==> src/rtl/decoder_scan_seq_pkg.sv <==
// Shared constants and types for the decoder select sequencer.
package decoder_scan_seq_pkg;

  localparam int unsigned SEL_W         = 2;
  localparam int unsigned DIV_W_DEFAULT = 8;

  localparam logic [SEL_W-1:0] LAST_SEL = 2'b11;

  localparam logic ST_IDLE = 1'b0;
  localparam logic ST_RUN  = 1'b1;

  typedef enum logic {
    StIdle = ST_IDLE,
    StRun  = ST_RUN
  } state_e;

endpackage

==> src/rtl/decoder_scan_seq_if.sv <==
// Control and status bundle between the sequencer and its controller.
interface decoder_scan_seq_if
  import decoder_scan_seq_pkg::*;
#(
  parameter int unsigned DIV_W = DIV_W_DEFAULT
);

  logic             start;
  logic             stop;
  logic             mode;
  logic [DIV_W-1:0] div;
  logic [SEL_W-1:0] a;
  logic             busy;
  logic             step;
  logic             done;

  modport master (
    output start, stop, mode, div,
    input  a, busy, step, done
  );

  modport slave (
    input  start, stop, mode, div,
    output a, busy, step, done
  );

endinterface

==> src/rtl/decoder_scan_seq_dwell_counter.sv <==
// Dwell counter: counts 0..limit, wrapping to 0 after flagging terminal count.
module dwell_counter #(
  parameter int unsigned Width = 8
) (
  input  logic             clk,
  input  logic             rst,
  input  logic             clr_i,
  input  logic             en_i,
  input  logic [Width-1:0] limit_i,
  output logic             tc_o
);

  logic [Width-1:0] cnt_q, cnt_d;

  assign tc_o = (cnt_q == limit_i);

  always_comb begin
    cnt_d = cnt_q;
    if (clr_i) begin
      cnt_d = '0;
    end else if (en_i) begin
      cnt_d = tc_o ? '0 : cnt_q + Width'(1);
    end
  end

  always_ff @(posedge clk) begin
    if (rst) begin
      cnt_q <= '0;
    end else begin
      cnt_q <= cnt_d;
    end
  end

endmodule

==> src/rtl/decoder_scan_seq.sv <==
// Select sequencer stepping the decoder code 00..11 with a programmable dwell,
// in wrapping or single-pass mode.
module decoder_scan_seq
  import decoder_scan_seq_pkg::*;
#(
  parameter int unsigned DIV_W = DIV_W_DEFAULT
) (
  input logic               clk,
  input logic               rst,
  decoder_scan_seq_if.slave bus
);

  state_e           state_q, state_d;
  logic             mode_q, mode_d;
  logic [DIV_W-1:0] div_q, div_d;
  logic [SEL_W-1:0] a_q, a_d;
  logic             busy_q, busy_d;
  logic             step_q, step_d;
  logic             done_q, done_d;

  logic             cnt_clr;
  logic             cnt_en;
  logic             cnt_tc;

  // Holding the counter cleared while idle makes every accepted start begin at 0.
  assign cnt_clr = (state_q == StIdle) || bus.stop;
  assign cnt_en  = (state_q == StRun);

  dwell_counter #(
    .Width (DIV_W)
  ) u_dwell_counter (
    .clk     (clk),
    .rst     (rst),
    .clr_i   (cnt_clr),
    .en_i    (cnt_en),
    .limit_i (div_q),
    .tc_o    (cnt_tc)
  );

  always_comb begin
    state_d = state_q;
    mode_d  = mode_q;
    div_d   = div_q;
    a_d     = a_q;
    busy_d  = busy_q;
    step_d  = 1'b0;
    done_d  = 1'b0;

    unique case (state_q)
      StIdle: begin
        a_d    = '0;
        busy_d = 1'b0;
        if (bus.start && !bus.stop) begin
          state_d = StRun;
          mode_d  = bus.mode;
          div_d   = bus.div;
          busy_d  = 1'b1;
        end
      end
      StRun: begin
        if (bus.stop) begin
          state_d = StIdle;
          busy_d  = 1'b0;
          a_d     = '0;
        end else if (cnt_tc) begin
          if (a_q != LAST_SEL) begin
            a_d    = a_q + SEL_W'(1);
            step_d = 1'b1;
          end else if (!mode_q) begin
            a_d    = '0;
            step_d = 1'b1;
          end else begin
            state_d = StIdle;
            busy_d  = 1'b0;
            a_d     = '0;
            done_d  = 1'b1;
          end
        end
      end
      default: state_d = StIdle;
    endcase
  end

  always_ff @(posedge clk) begin
    if (rst) begin
      state_q <= StIdle;
      mode_q  <= 1'b0;
      div_q   <= '0;
      a_q     <= '0;
      busy_q  <= 1'b0;
      step_q  <= 1'b0;
      done_q  <= 1'b0;
    end else begin
      state_q <= state_d;
      mode_q  <= mode_d;
      div_q   <= div_d;
      a_q     <= a_d;
      busy_q  <= busy_d;
      step_q  <= step_d;
      done_q  <= done_d;
    end
  end

  assign bus.a    = a_q;
  assign bus.busy = busy_q;
  assign bus.step = step_q;
  assign bus.done = done_q;

endmodule

==> src/flat_wrapper.sv <==
// flat-port wrapper written by rule: the top's interface ports become plain ports
module decoder_scan_seq_flat import decoder_scan_seq_pkg::*;
#(
  parameter int unsigned DIV_W = DIV_W_DEFAULT
)
  (clk, rst, bus_start, bus_stop, bus_mode, bus_div, bus_a, bus_busy, bus_step, bus_done);
  decoder_scan_seq_if #(.DIV_W(DIV_W)) bus_i ();
  input logic clk;
  input logic rst;
  input wire logic [$bits(bus_i.start)-1:0] bus_start;
  input wire logic [$bits(bus_i.stop)-1:0] bus_stop;
  input wire logic [$bits(bus_i.mode)-1:0] bus_mode;
  input wire logic [$bits(bus_i.div)-1:0] bus_div;
  output wire logic [$bits(bus_i.a)-1:0] bus_a;
  output wire logic [$bits(bus_i.busy)-1:0] bus_busy;
  output wire logic [$bits(bus_i.step)-1:0] bus_step;
  output wire logic [$bits(bus_i.done)-1:0] bus_done;
  assign bus_i.start = bus_start;
  assign bus_i.stop = bus_stop;
  assign bus_i.mode = bus_mode;
  assign bus_i.div = bus_div;
  assign bus_a = bus_i.a;
  assign bus_busy = bus_i.busy;
  assign bus_step = bus_i.step;
  assign bus_done = bus_i.done;
  decoder_scan_seq #(.DIV_W(DIV_W)) u_core (.clk(clk), .rst(rst), .bus(bus_i));
endmodule
==> config.mk <==
export PLATFORM = sky130hd
export DESIGN_NAME = decoder_scan_seq_flat
export DESIGN_NICKNAME = d
export VERILOG_FILES = /design/src/rtl/decoder_scan_seq_pkg.sv /design/src/rtl/decoder_scan_seq_if.sv /design/src/rtl/decoder_scan_seq_dwell_counter.sv /design/src/rtl/decoder_scan_seq.sv /design/src/flat_wrapper.sv
export SDC_FILE = /design/constraint.sdc
export NUM_CORES = 1
export LEC_CHECK = 0
export CORE_MARGIN = 2
export CORE_UTILIZATION = 53
export DETAILED_ROUTE_END_ITERATION = 10
export GPL_ROUTABILITY_DRIVEN = 0
export PLACE_DENSITY_LB_ADDON = 0.3
export REMOVE_ABC_BUFFERS = 1
export SLEW_MARGIN = 20
export SYNTH_ARGS = -nofsm -noshare
export SYNTH_HDL_FRONTEND = slang
export SYNTH_SLANG_ARGS = --single-unit
==> constraint.sdc <==
create_clock -name clk -period 2.5 [get_ports clk]
set_input_delay 0.375 -clock clk [delete_from_list [all_inputs] [get_ports clk]]
set_output_delay 0.375 -clock clk [all_outputs]
set_load 0.05 [all_outputs]
==> results.md, run 1 <==
- The number of routed nets with antenna violations is 0.
- The sum of overflow across all layers after global routing is 0.
- Synthesis inferred 23 register bits.
- The number of detailed-route iterations in the first pass is 4.
- The max-slew violation count came to 0.
- At the later pin of the worst-skew pair, clock insertion delay measures 0.30 ns.
- The worst setup path is launched from a flop.
- The number of buffers and inverters on the critical path is 1.
- The path class of the tightest hold or removal check is flop to flop.
- After legalization and detailed placement, the total HPWL measured 1360 um.
- During synthesis, Yosys emitted a total of 0 warnings.
- Data on the critical path is required at its endpoint by 2.12 ns.
- In the synthesized netlist the dominant register cell turns out to be dfxtp_1.
- In this run the core area contains 15 standard-cell rows.
- The number of gates given a new drive strength after cts is 0.
- The tree is rooted in a clkbuf_4.
- In this run, the clock network consumes 26.6% of the power.
- Counting instances in the post-synthesis netlist gives the leading cell types as dfxtp_1, nor2_1, xnor2_1, mux2i_1, nand2_1.
- The count of buffers added on input and output ports is 17.
- The number of hold violations in the final report was 0.
- The count of H-tree levels built during CTS is 1.
- Among all stages on the critical path, the largest delay is contributed by clkdlybuf4s50_1.
- The shortest clock period the worst path allows after layout is 1.88 ns.
- TritonCTS built the clock tree.
- For the pin with the worst max-slew slack, the measured transition is 0.556 ns.
- The DRC violation total after the first TritonRoute iteration is 7.
- In this run the biggest area consumer among cell types represents 48.4% of the synthesized area.
- Fill cells in the final layout number 138.
- The number of design rule violations left after detail routing is 0.
- IR analysis of the VDD net gives a maximum drop of 0.000384 V.
- In this run the deepest clock path goes through 2 buffers.
- The number of clock sinks is 23.
- The sequential share of power is 61.7%.
- The width of the die is 46.4 um.
- Power spread over the standard cell area amounts to 526 nW/um2.
- The aggregate negative setup slack is 0 ns.
- The classification of the worst setup path is flop to primary output.
- In the final layout, the share of cells above drive strength 1 is 5.04%.
- Net switching is 23.1% of the power.
- Setup repair after global routing left no endpoint under its margin.
- The most common cell in the netlist is dfxtp_1.
- The tool flagged a number of max-cap violations equal to 0.
- The overall track demand over capacity in global routing is 19.0%.
- Cell internal power was estimated by the tool at 0.000478 W.
- The count of flip-flops with a built-in enable after synthesis is 0.
- The final setup skew is 0.00887 ns.
- dfxtp_1 takes more of the synthesized area than any other cell.
- The cell leakage power is 0.412 nW.
- Counting distinct cell types in the post-synthesis netlist gives 23.
- The maximum frequency from static timing analysis is 532 MHz.
- The number of clock buffers added by TritonCTS is 3.
- The area enclosed by the die boundary is 2150 um2.
- The switching power of the nets is 0.000144 W.
- The kind of end point of the critical path is a primary output.
- The initial antenna violation count was 0.
- Summed over all layers, the routed wires come to 1700 um.
- The cell family contributing the most delay on the critical path is buffers and inverters.
- For this design, the CTS-stage hold fixing added 0 buffers.
- In the final routed layout, each cell accounts on average for 11.8 um.
- In the routed layout, each cell is associated on average with a via count of 5.03.
- Setup violations remaining at the end of the flow were counted as 0.
- The number of global-route vias before repair came to 690.
- Entering global routing, the biggest net connects 13 pins.
- The worst pin sits at a relative slew slack of 62.7%.
- Combinational logic is responsible for 11.8% of the overall power.
- The number of instances in the synthesized netlist is 99.
- The boundary pin count is 18.
- The total area inside the core boundary comes to 1710 um2.
- Of the available clock period, the critical path in the final layout requires 75.1%.
- The mean area per synthesized cell is 9.61 um2.
- On the worst path, the slowest cell contributes a delay of 0.82 ns.
- The number of nets in the finished design is 135.
- Walking the worst path, the cells encountered are clkdlybuf4s50_1.
- For this run, asynchronously set or reset flops after synthesis account for 0%.
- The run finished with clean final reports.
- The detailed router placed 725 vias in this run.
- Ranked by total cell area, the synthesized netlist is headed by dfxtp_1, xnor2_1, mux2i_1, nor2_1, nand2_1.
- Data arrives at the worst endpoint at 1.50 ns.
- The die extent in y is 46.4 um.
- After clock tree synthesis, the setup repair step added 0 buffers.
- The first global-routing pass estimated 2840 um of wire.
- The sequential fraction of the synthesis area is 48.4%.
- Setup slack on the worst reg-to-reg path comes out at 0.99 ns.
- The largest driver fanout on the critical path is 4.
- The completed layout was analyzed and its total power is 0.000622 W.
- The effective utilization at floorplan is 55.7%.
- At the end of the flow the core is filled with cells to 69.2%.
- The clock transition at the register clock pins on the worst setup and hold paths after CTS is 0.11 ns.
- The number of inserted diodes is 0.
- In this run the cell area of the synthesized design comes to 951 um2.
- The area growth from synthesis to layout is 24.3%.
==> cells by family after synthesis <==
group	after synthesis	share of synthesized area, %
compound gates	6	3.55
flops	23	48.4
buf+inv	3	1.31
mux	10	10.5
fa+ha+maj	2	2.63
simple gates	40	19.7
xor+xnor	15	13.8
==> cell type report <==
cell class / count / area [um2] / area share [%]
sequential: 23 / 460 / 38.9
tap: 25 / 31.3 / 2.65
inverter: 1 / 3.75 / 0.317
clock buffer: 4 / 26.3 / 2.22
timing repair buffer: 18 / 178 / 15.0
multi-input combinational: 73 / 483 / 40.8
==> flip-flops by register name, summed over array words and instances, names as in the netlist <==
name	count
u_core.bus.busy	1
u_core.bus.done	1
u_core.cnt_en	1
u_core.bus.a	2
u_core.div_q	8
u_core.mode_q	1
u_core.bus.step	1
u_core.u_dwell_counter.cnt_q	8
==> power groups by stage <==
| stage | registers (W) | logic [W] | clock network (W) |
|---|---|---|---|
| global route | 0.000384 | 0.0000798 | 0.000185 |
| global placement | 0.000392 | 0.0000703 | 0 |
| detailed placement | 0.000392 | 0.0000732 | 0 |
| finish | 0.000383 | 0.0000730 | 0.000165 |
| floorplan | 0.000393 | 0.0000380 | 0 |
| CTS | 0.000384 | 0.0000735 | 0.000173 |
==> layout by cell type, fill, tap and decap left out, drive strengths merged, types with 2 or more instances in the layout <==
master and count:
mux2i 10, xnor2 12, xor2 3, nor2 22, ha 2, nor3b 2, a21oi 2, clkbuf 4
o21ai 2, nand4 4, clkdlybuf4s50 17, dfxtp 23, nand2 7
==> worst paths after layout <==
path | start | endpoint | cells past startpoint
worst max-delay path | u_core.bus.a[0]$_SDFFE_PP0P_ | bus_a[0] | 1
worst min-delay path | u_core.bus.a[1]$_SDFFE_PP0P_ | u_core.bus.a[1]$_SDFFE_PP0P_ | 2
worst max register to register | u_core.u_dwell_counter.cnt_q[0]$_SDFFE_PP0P_ | u_core.u_dwell_counter.cnt_q[2]$_SDFFE_PP0P_ | 4
worst min register to register | u_core.bus.a[1]$_SDFFE_PP0P_ | u_core.bus.a[1]$_SDFFE_PP0P_ | 2
==> stage by stage <==
step | cells | instance area [um2] | setup slack [ns] | hold WS (ns)
detailed placement | 140 | 1160 | 0.478 | 0.478
global placement | 140 | 1160 | 0.589 | 0.472
global route | 144 | 1180 | 0.562 | 0.538
finish | 144 | 1180 | 0.622 | 0.494
CTS | 144 | 1180 | 0.592 | 0.496
floorplan | 97 | 942 | 0.424 | 0.447
==> metal layers <==
| layer | wire, um | up-vias | global-route usage (%) |
|---|---|---|---|
| li1 | - | 372 | - |
| met1 | 736 | 338 | 21.6 |
| met2 | 897 | 13 | 33.9 |
| met3 | 55 | 2 | 2.35 |
| met4 | 13 | 0 | 10.3 |
| met5 | 0 | - | 0 |
Note: power is estimated with default switching activity, not from simulation.
==> inputs of run 2 (changes only) <==
- CORE_UTILIZATION: 53 -> 44
- clock period: 2.5 -> 1.6 ns (I/O delays scaled with it)
==> run 2 against run 1 <==
Hold slack lost 0.0048 ns. Total power grew 57%. Critical path type is now flop to flop. Global-route usage shrank 3.8 points. Highest routed layer is now met3. Clock power grew 55%. Critical endpoint is now u_core.bus.a[0]$_SDFFE_PP0P_. Clock-buffer cell count is the same. Final cell count grew 2.8%.
==> results.md, run 2 (synthesis results as in run 1) <==
- The number of buffers created by CTS is 3.
- In this run, post-CTS hold repair placed 0 buffers.
- The area enclosed by the die boundary is 2550 um2.
- The die extent in y is 50.5 um.
- After filler insertion, the fill cell instance count of the layout stands at 185.
- At the pin with the least slew margin, the transition time is 0.358 ns.
- The aggregate routed wire length is 1750 um.
- The share of layout cells above drive strength 1 is 11.6%.
- The number of clock sinks is 23.
- For this design the ratio of total power to cell area is 817 nW/um2.
- The DRC violation total after the first TritonRoute iteration is 18.
- The max-slew violation count is 0.
- After clock tree synthesis, the clock-pin slew on the worst setup and hold paths is 0.12 ns.
- The kind of end point of the critical path is a flop.
- The shortest clock period the worst path allows after layout is 1.50 ns.
- Global routing consumed, on the met1 layer, 18.3% of the routing resources.
- The classification of the worst setup path is flop to flop.
- Between clock sinks in the finished design, the worst skew comes to 0.00164 ns.
- The number of routed nets with antenna violations is 0.
- After detailed routing, the number of remaining DRC violations is 0.
- For this run, the total global-route usage over all layers was measured as 15.2%.
- Power comes to 0.000974 W.
- The root buffer cell chosen for the clock tree is clkbuf_4.
- In this run the static leakage power is 0.432 nW.
- Setup repair after global routing left no endpoint under its margin.
- The number of global-route vias before repair is 715.
- Broken down by cell family, the worst path's largest delay share belongs to simple AND/OR/NAND/NOR gates.
- Counting along the longest clock path gives a buffer depth of 2.
- The layer with the highest usage is met2.
- The boundary pin count is 18.
- The effective utilization at floorplan is 47.5%.
- Clock latency on the worst-skew pair, taken at its later pin, is 0.30 ns.
- The number of nets in the finished design is 137.
- The half-perimeter wire length after placement is 1360 um.
- Traced cell by cell, the critical path runs through xnor2_1 > nand4_1 > or4_1 > a21boi_1.
- Compared with the post-synthesis result, the final layout area differs by 25.3%.
- The first global-routing pass estimated 2900 um of wire.
- The number of cell rows is 16.
- TritonCTS built the clock tree.
- Dividing the final minimum period by the clock period gives 93.8%.
- The number of detailed-route iterations in the first pass is 4.
- The area of the core region is 2000 um2.
- The buffer and inverter count on the worst path is 0.
- The area after detailed placement is 1160 um2.
- The maximum single-stage delay on the critical path is 0.51 ns.
- The type of the worst min-delay path is flop to flop.
- The number of inserted diodes is 0.
- Entering global routing, the biggest net connects 13 pins.
- Data on the critical path is required at its endpoint by 1.84 ns.
- For this run the aggregate overflow at the end of global routing stands at 0.
- In the final routed layout, each cell accounts on average for 11.9 um.
- Leaving out fill and tap cells, the most frequent cell in the layout is dfxtp_1.
- Global routing used 26.3% of the available met2 tracks.
- The worst hold path begins at u_core.bus.a[1]$_SDFFE_PP0P_.
- The initial antenna violation count came to 0.
- Using the TritonRoute via totals, the vias-per-cell ratio works out to 4.91.
- The worst pin sits at a relative slew slack of 76.0%.
- The run finished with clean final reports.
- With fillers left out, the area of the finished cells amounts to 1190 um2.
- For the worst setup path, the data arrival time is 1.74 ns.
- The number of I/O port buffers is 17.
- The total of max-cap violations is 0.
- The largest individual stage delay along the critical path comes from the cell or4_1.
- In the layout the commonest cells are dfxtp_1, nor2_1, xnor2_1, clkdlybuf4s50_1, mux2i_1.
- The worst setup path startpoint is u_core.u_dwell_counter.cnt_q[0]$_SDFFE_PP0P_.
- The start of the worst register-to-register path is u_core.u_dwell_counter.cnt_q[0]$_SDFFE_PP0P_.
- The die is 50.5 um wide.
- The largest driver fanout on the critical path is 4.
- Setup violations remaining at the end of the flow were counted as 0.
- STA classifies the critical path startpoint as a flop.
- The number of hold violations in the final report is 0.
- The met3 routing resource usage after global routing is 3.57%.
- Across all layers, the routed design uses 726 vias.
- The count of H-tree levels built during CTS is 1.
- The maximum frequency from static timing analysis is 667 MHz.
- The worst IR drop on VDD is 0.000538 V.
-- run 2: cell count changes in the layout (fill, tap and decap cells not counted), sizes merged --
cell	before	now
buf	1	8
clkdlybuf4s50	17	12
-- run 2: layout make-up --
type | instances | area [um2] | share of cell area, %
Timing Repair Buffer | 20 | 180 | 15.1
Clock buffer | 4 | 26.3 | 2.21
Sequential cell | 23 | 460 | 38.7
Inverter | 1 | 3.75 | 0.315
Multi-Input combinational cell | 73 | 487 | 40.9
Tap cell | 27 | 33.8 | 2.84
-- run 2: worst paths after layout --
path,endpoint,slack (ns),cells past startpoint
min,u_core.bus.a[1]$_SDFFE_PP0P_,0.49,2
max reg2reg,u_core.bus.a[0]$_SDFFE_PP0P_,0.1,4
max,u_core.bus.a[0]$_SDFFE_PP0P_,0.1,4
min reg2reg,u_core.bus.a[1]$_SDFFE_PP0P_,0.49,2
-- run 2: where the power goes --
group / internal [W] / switching, W / leakage (nW) / total [W]
sequential: 0.000587 / 0.0000117 / 0.187 / 0.000599
clock: 0.0000971 / 0.000159 / 0.0150 / 0.000256
combinational: 0.0000642 / 0.0000546 / 0.231 / 0.000119
-- run 2: worst register-to-register path, stage by stage (launching register included) --
cell	delay, ns
dfxtp_1	0.44
xnor2_1	0.15
nand4_1	0.20
or4_1	0.51
a21boi_1	0.13
-- run 2: layer usage --
layer,vias to the layer above,wire length (um)
met3,0,88
met4,0,0
met2,13,836
li1,375,-
met5,-,0
met1,338,828
-- run 2: through the flow --
stage | setup slack, ns | hold WS [ns] | TNS (ns) | instances | util, %
floorplan | -0.468 | 0.312 | -3.52 | 97 | -
global placement | 0.127 | 0.464 | 0 | 144 | 58.0
detailed placement | 0.0746 | 0.478 | 0 | 144 | 58.0
CTS | 0.107 | 0.496 | 0 | 148 | 59.3
global route | 0.0500 | 0.531 | 0 | 148 | 59.5
finish | 0.0997 | 0.489 | 0 | 148 | 59.5
-- run 2: repair_timing --
item	4_1_cts	5_1_grt
endpoints found under the setup margin	0	7
gates resized for setup	0	1
buffers inserted	0	0
